<file path="config.mk">
export PLATFORM = sky130hd
export DESIGN_NAME = regfile_wb_arbiter
export DESIGN_NICKNAME = d
export VERILOG_FILES = /design/src/rtl/regfile_wb_arbiter_pkg.sv /design/src/rtl/regfile_wb_arbiter_rr_arbiter.sv /design/src/rtl/regfile_wb_arbiter.sv
export SDC_FILE = /design/constraint.sdc
export NUM_CORES = 1
export LEC_CHECK = 0
export ABC_CLOCK_PERIOD_IN_PS = 2900
export CAP_MARGIN = 25
export CORE_ASPECT_RATIO = 1.1
export CORE_UTILIZATION = 36
export DETAILED_ROUTE_END_ITERATION = 8
export GPL_TIMING_DRIVEN = 1
export PLACE_DENSITY = 0.85
export SYNTH_ARGS = -nofsm -noshare
export SYNTH_HDL_FRONTEND = slang
export SYNTH_HIERARCHICAL = 1
export SYNTH_SLANG_ARGS = --single-unit
</file>
<file path="constraint.sdc">
create_clock -name clk -period 2.9 [get_ports clk]
set_clock_uncertainty 0.2 [all_clocks]
set_input_delay 0.29 -clock clk [delete_from_list [all_inputs] [get_ports clk]]
set_output_delay 0.29 -clock clk [all_outputs]
set_load 0.005 [all_outputs]
</file>
<file path="src/rtl/regfile_wb_arbiter_pkg.sv">
// regfile_wb_arbiter_pkg: register file geometry shared by write-back, file and issue logic
package regfile_wb_arbiter_pkg;
  localparam int NUM_REG = 4;
  localparam int ADR_W = 2;
  localparam int DATA_W = 48;
  typedef logic [ADR_W-1:0] reg_adr_t;
endpackage

</file>
<file path="src/rtl/regfile_wb_arbiter_rr_arbiter.sv">
// rr_arbiter: round-robin one-hot grant over a valid vector with a registered search pointer
module rr_arbiter #(
  parameter int NUM_REQ = 3,
  parameter int PW = (NUM_REQ > 2) ? 2 : 1
) (
  input  logic               clk,
  input  logic               rst_n,
  input  logic [NUM_REQ-1:0] valid,
  input  logic               hold,
  output logic [NUM_REQ-1:0] grant,
  output logic [PW-1:0]      gidx,
  output logic               hit
);
  logic [PW-1:0] ptr;
  int k;
  always_comb begin
    grant = '0;
    gidx = '0;
    hit = 1'b0;
    k = 0;
    for (int i = 0; i < NUM_REQ; i++) begin
      k = (int'(ptr) + i) % NUM_REQ;
      if (!hit && !hold && valid[k]) begin
        grant[k] = 1'b1;
        gidx = PW'(k);
        hit = 1'b1;
      end
    end
  end
  always_ff @(posedge clk or negedge rst_n)
    if (!rst_n) ptr <= '0;
    else if (hit) ptr <= (int'(gidx) == NUM_REQ - 1) ? '0 : gidx + PW'(1);
endmodule

</file>
<file path="src/rtl/regfile_wb_arbiter.sv">
// regfile_wb_arbiter: round-robin write-back port arbiter plus pending-write hazard scoreboard
module regfile_wb_arbiter
  import regfile_wb_arbiter_pkg::*;
#(
  parameter int NUM_REQ = 3,
  parameter int DATA_W = 48,
  parameter int ADR_W = 2
) (
  input  logic                      clk,
  input  logic                      rst_n,
  input  logic [NUM_REQ-1:0]        req_valid,
  input  logic [NUM_REQ*ADR_W-1:0]  req_adr,
  input  logic [NUM_REQ*DATA_W-1:0] req_data,
  output logic [NUM_REQ-1:0]        req_ready,
  input  logic                      wb_hold,
  output logic                      rf_write_en,
  output logic [ADR_W-1:0]          rf_write_adr,
  output logic [DATA_W-1:0]         rf_write_data,
  input  logic                      reserve_en,
  input  logic [ADR_W-1:0]          reserve_adr,
  input  logic                      rd_use_a,
  input  logic                      rd_use_b,
  input  logic [ADR_W-1:0]          rd_adr_a,
  input  logic [ADR_W-1:0]          rd_adr_b,
  output logic                      stall,
  output logic [NUM_REG-1:0]        busy,
  output logic                      reserve_err
);
  localparam int PW = (NUM_REQ > 2) ? 2 : 1;
  logic [NUM_REQ-1:0] grant;
  logic [PW-1:0] gidx;
  logic hit;
  logic [ADR_W-1:0] sel_adr;
  logic [DATA_W-1:0] sel_data;
  logic [NUM_REG-1:0] clr, set;
  rr_arbiter #(.NUM_REQ(NUM_REQ), .PW(PW)) u_rr (
    .clk(clk), .rst_n(rst_n), .valid(req_valid), .hold(wb_hold),
    .grant(grant), .gidx(gidx), .hit(hit)
  );
  assign req_ready = grant & {NUM_REQ{rst_n}};
  assign sel_adr = req_adr[int'(gidx)*ADR_W +: ADR_W];
  assign sel_data = req_data[int'(gidx)*DATA_W +: DATA_W];
  always_ff @(posedge clk or negedge rst_n)
    if (!rst_n) begin
      rf_write_en <= 1'b0;
      rf_write_adr <= '0;
      rf_write_data <= '0;
    end else begin
      rf_write_en <= hit;
      if (hit) begin
        rf_write_adr <= sel_adr;
        rf_write_data <= sel_data;
      end
    end
  // a reservation landing on the register being written survives the clear
  assign clr = rf_write_en ? (NUM_REG'(1) << rf_write_adr) : '0;
  assign set = reserve_en ? (NUM_REG'(1) << reserve_adr) : '0;
  always_ff @(posedge clk or negedge rst_n)
    if (!rst_n) begin
      busy <= '0;
      reserve_err <= 1'b0;
    end else begin
      busy <= (busy & ~clr) | set;
      reserve_err <= |(set & busy & ~clr);
    end
  assign stall = (rd_use_a & busy[rd_adr_a]) | (rd_use_b & busy[rd_adr_b]);
endmodule
</file>
# After elaboration in Yosys (flattened, before gate mapping)
# Index checks and enable logic that the tools add are counted.
# op_classes
n_mux	31
n_reduce_logical	12
n_eq_ne	1
n_mul	1
n_div	3
n_bitwise	11
addsub	3
shift	4
order_cmp	8
# op_table
operator	count
$shiftx A144 B9 Y48	1
$ge A32 B1 Y1 const B	3
$lt A32 B4 Y1 const B	3
$mod A32 B3 Y32 const B	2
$mod A3 B3 Y32 const B	1
$mux W1	14
$and A4 B4 Y4	3
$bmux W1 S2	5
$mux W3	3
$logic_and A1 B1 Y1	8
$mux W2	4
$mux W4	2
$shl A1 B2 Y4 const A	2
$demux W1 S2	3
$lt A2 B3 Y1 const B	2
$or A3 B3 Y3	2
$shiftx A6 B4 Y2	1
$mul A2 B2 Y4 const B	1
$not A4 Y4	1
$or A4 B4 Y4	1
$reduce_or A4 Y1	1
$add A2 B1 Y3 const B	1
$add A2 B2 Y3 const B	1
$and A3 B3 Y3	1
5 further kinds	8
# totals
elab_cells	80
out_inout_bits	60
inputBits	165
regBits	58

# Logic depth before layout (Yosys ltp)
# depth
word_depth	16
ltp_mapped	14
mapped_depth_nobuf	10

# Modules after synthesis
# The synthesis kept the hierarchy.
# modules_own_cells
mod	seq_area_each_um2	instances	area_each_um2	cells_per_inst
regfile_wb_arbiter	1401.3	1	3846.2	315
rr_arbiter	50.0	1	499.2	66

# Worst setup path before layout
# No wires, ideal clock.
# synth_timing
path_kind	register to register
start	reg u_rr.ptr[1]
end	reg rf_write_adr[0]
t_required_ps	2627
setup_slack_ps	420
setup_time_ps	73
path_stages_with_launch	15
arrival_time_ps	2207
n_path_buf	4
synth_period_minus_slack_ps	2480
cell_sequence	dfrtp_1 -> inv_1 -> ha_1 -> buf_6 -> mux2i_1 -> or2_4 -> o32ai_4 -> a41oi_2 -> nor2_1 -> buf_6 -> nor2b_4 -> buf_12 -> buf_12 -> a2bb2oi_2 -> a21oi_2
# synth_between
elab_chain_cells	15
elab_cells_between_ends	28
cone_classes	add/sub (2); div (3); shift (1); mux (15); reduce/logical (7)
# synth_lines
element	line_no	text
from (decl)	regfile_wb_arbiter_rr_arbiter.sv:14	logic [PW-1:0] ptr;
from (signal assigned)	regfile_wb_arbiter_rr_arbiter.sv:32	else if (hit) ptr <= (int'(gidx) == NUM_REQ - 1) ? '0 : gidx + PW'(1);
parallel branches: the longest is 13 deep, another holds $mod A32 B3 Y32	-	
$mux W2 *	regfile_wb_arbiter_rr_arbiter.sv:23	if (!hit && !hold && valid[k]) begin
net gidx[0]	regfile_wb_arbiter.sv:31	logic [PW-1:0] gidx;
$shiftx A6 B4 Y2 *	regfile_wb_arbiter.sv:41	assign sel_adr = req_adr[int'(gidx)*ADR_W +: ADR_W];
to (signal assigned)	regfile_wb_arbiter.sv:51	rf_write_adr <= sel_adr;
to (decl)	regfile_wb_arbiter.sv:17	output logic [ADR_W-1:0] rf_write_adr,
# Mark *: on every way through the listed nets, which the timed path passes. The select of a mux whose other input is x is not followed.
# A chain may end at the register's enable or synchronous reset.

# Worst setup path in the final report
# layout_timing
start	reg u_rr.ptr[1]
end	out req_ready[0]
# layout_between
elab_chain_cells	15
elab_cells_between_ends	44
cone_classes	add/sub (2); div (3); order compare (6); mux (20); bitwise (3); reduce/logical (10)
# layout_lines
element	line_no	text
parallel branches: the longest is 13 deep, another holds $mod A32 B3 Y32	-	
$mux W3 *	regfile_wb_arbiter_rr_arbiter.sv:23	
net grant[0]	regfile_wb_arbiter.sv:30	logic [NUM_REQ-1:0] grant;
$and A3 B3 Y3 *	regfile_wb_arbiter.sv:40	assign req_ready = grant & {NUM_REQ{rst_n}};
to (decl)	regfile_wb_arbiter.sv:14	output logic [NUM_REQ-1:0] req_ready,
# Marked as above.

==> results.md <==
- TritonCTS Buffers: 9
- Register area: 0.001453 mm²
- Initial Util: 0.3748
- Layout cells sized above 1: 0.2684
- Worst path required time: 2410 ps
- Synthesized Nets: 550
- Reg2Reg Launch Point: u_rr/ptr[1]
- Crit-path max FO: 10
- Setup Slack @ Placement: 56.28 ps
- CP Capture Point: req_ready[0]
- Critical Path AT: 2280 ps
- Clock Latency Late Sink: 320 ps
- DR vias: 3901
- HP Class: in -> async
- Worst hold margin: 282.6 ps
- Setup CP Type: reg -> out
- Avg Cell Area, Syn: 11.41 µm²
- Most used cell, CP: buf_4
- Row count: 41
- Power per cell area: 936.7 mW/mm²
- CP endpoint kind: output port
- CP cell instances: buf_4, ha_4, buf_6, a221oi_4, buf_4, nand2_1, o21a_1, o21ai_1, and2_1, dlygate4sd2_1
- CP Launch Type: flop
- Commonest non-fill, non-tap cell in the layout: clkdlybuf4s50_1
- Die area: 0.01251 mm²
- Final hold vios: 0
- Internal Power: 0.004171 W
- Final setup margin: 131.9 ps
- Core ar.: 0.01159 mm²
- Synth cell types: 43
- Routed wire per std cell: 16.77 µm
- 1st-iter DRT viols: 135
- Levels on crit path: 10
- Hpwl dp: 9.608 mm
- Number of detailed-route iterations in the first pass: 4
- Seq cells post-synth: 58
- RSZ-0062 raised after global routing: no
- Worst r2r dst: rf_write_adr[1]
- Largest net degree at the start of global routing: 55
- Cells after DPL: 736
- Fillers: 965
- Register share of total power: 0.226
- Htree depth: 3
- R2R Setup Slk: 180 ps
- Period utilization: 0.9545
- I/O pins: 225
- Relative slew slack: 0.6261
- First-pass GRT wire length: 19.75 mm
- Worst setup path startpoint: u_rr/ptr[1]
- Grt total ovfl: 0
- Worst Path Buf+Inv: 4
- Async set-reset flop share out of synthesis: 1.000
- Leakage: 2.681 nW
- Initial antenna violation count: 0
- Slew @ Worst Pin: 560.9 ps
- Non-Filler Instances: 761
- DRC viols: 0
- Outcome: complete, no violations
- Synthesis-to-finish area growth: 62.68%
- Clock power share: 0.154
- Root buffer cell: clkbuf_16
- CTS Sinks: 58
- Clock Tree Buf Depth: 2
- Top FF cell, synth: dfrtp_1
- Die width: 106.8 µm
- Ys Warns: 6
- Cell Area, Synth: 0.004345 mm²
- Cell Area, Placed: 0.006630 mm²
- Fin nets: 775
- Switching Fraction: 0.3701
- Post-route cell area: 0.007069 mm²
- GRT Overall Usage: 0.2018
- Max stage delay cell, worst path: dfrtp_1
- Number of global-route vias before repair: 4107
- Worst IR drop on VDD: 0.5161 mV
- Crit path max-delay family: buffers and inverters
- Port Buf Inserts: 224
- Vias per cell: 5.126
- Final setup viols: 0
- Count of pins over their slew limit: 0
- Leading cell types in the layout, fill and taps excluded: clkdlybuf4s50_1 (220), dfrtp_1 (57), nor2_1 (53)
- CTS tree: done
- Seq/Total Area, Yosys: 0.3340
- Die height: 117.2 µm
- EDFF count, synth: 0
- Footprint of the multi-input gates: 0.002562 mm²
- Post-route ant nets: 0
- Sw power: 0.002451 W
- Synth Instances: 381
- R2r worst-path depth: 12
- Combinational Power Share: 0.620
- Max_cap viols: 0
- Final WL: 12.76 mm
- CTS clk-pin slew, worst paths: 50 ps
- Delay of the slowest critical-path stage: 370 ps
- Final min period: 2768 ps
- Diodes inserted: 0
- Fmax: 361.3 MHz
- Gpl congestion: 0.9306
[through the flow]
stage / setup TNS, ps / total power (W) / util
after CTS: -79.89 / 0.006598 / 0.6059
after detailed placement: 0 / 0.005420 / 0.5719
after global placement: 0 / 0.005283 / 0.5719
final: 0 / 0.006622 / 0.6098
after floorplan: 0 / 0.004040 / -
after global routing: 0 / 0.007011 / 0.6098
[per-layer routing]
metal  vias up  track usage  share of wire
li1       1853            -              -
met1      1854       0.2197           0.38
met2       169       0.3819           0.53
met3        25      0.05094          0.068
met4         0      0.06758          0.020
met5         -            0              0
[layout make-up]
type                            count  share of cell area
Clock buffer                       10             0.03239
Clock inverter                      6            0.008142
Inverter                            8            0.004602
Multi-Input combinational cell    280              0.3625
Sequential cell                    58              0.2055
Tap cell                          150             0.02655
Timing Repair Buffer              249              0.3604
[timing repair]
action	CTS	global route
resized for setup	14	7
endpoints found under the hold margin	15	0
hold buffers	2	0
pin swaps	3	2
gates cloned	0	0
buffers inserted	4	3
endpoints found under the setup margin	3	2
[sequential cells by signal, summed over array words and instances, names as in the netlist]
signal,count
rf_write_en,1
rf_write_adr,2
reserve_err,1
rf_write_data,48
u_rr/ptr,2
busy,4
[worst min-delay path by stage]
stage               cells past startpoint                 to  slack (ps)   from
finish                                  2  rf_write_data[29]         280  rst_n
global route                            2  rf_write_data[30]         300  rst_n
CTS                                     2  rf_write_data[29]         250  rst_n
floorplan                               0            busy[0]        -210  rst_n
detailed placement                      1  rf_write_data[31]         -50  rst_n
global placement                        1  rf_write_data[31]         -50  rst_n
[power groups by stage]
stage          Sequential (W)  Combinational [W]  Clock (W)
2_1_floorplan         0.00150            0.00255          0
3_3_place_gp          0.00148            0.00380          0
3_5_place_dp          0.00150            0.00392          0
4_1_cts               0.00150            0.00405    0.00105
5_1_grt               0.00155            0.00438    0.00108
6_report              0.00150            0.00411    0.00102
[Yosys cell counts, drive strengths merged (3+ instances only)]
library cell  instances  area share
buf                  30       0.068
o21ai                13       0.015
inv                   8      0.0069
nand2b                7       0.010
a2bb2oi              50        0.17
a21oi                55        0.11
mux2i                53        0.12
nand2                 9      0.0078
and2                  3      0.0043
nor2                 55       0.048
bufbuf                5       0.022
ha                    4       0.012
dfrtp                58        0.33
[kinds of logic after synthesis]
family | synth area share
mux | 0.1324
fa+ha+maj | 0.01152
compound gates | 0.3378
simple gates | 0.08552
flops | 0.3340
xor+xnor | 0.002016
buf+inv | 0.09675
[worst register-to-register path, cell delays in order, from the launching register on]
cell	delay (ps)
dfrtp_1	370
buf_4	150
ha_4	280
buf_6	140
a21oi_1	60
a21oi_2	170
buf_4	140
a41oi_2	180
nor2_4	210
nor2b_4	240
buf_12	220
a2bb2oi_2	140
a21oi_2	130
Note: power is estimated with default switching activity, not from simulation.
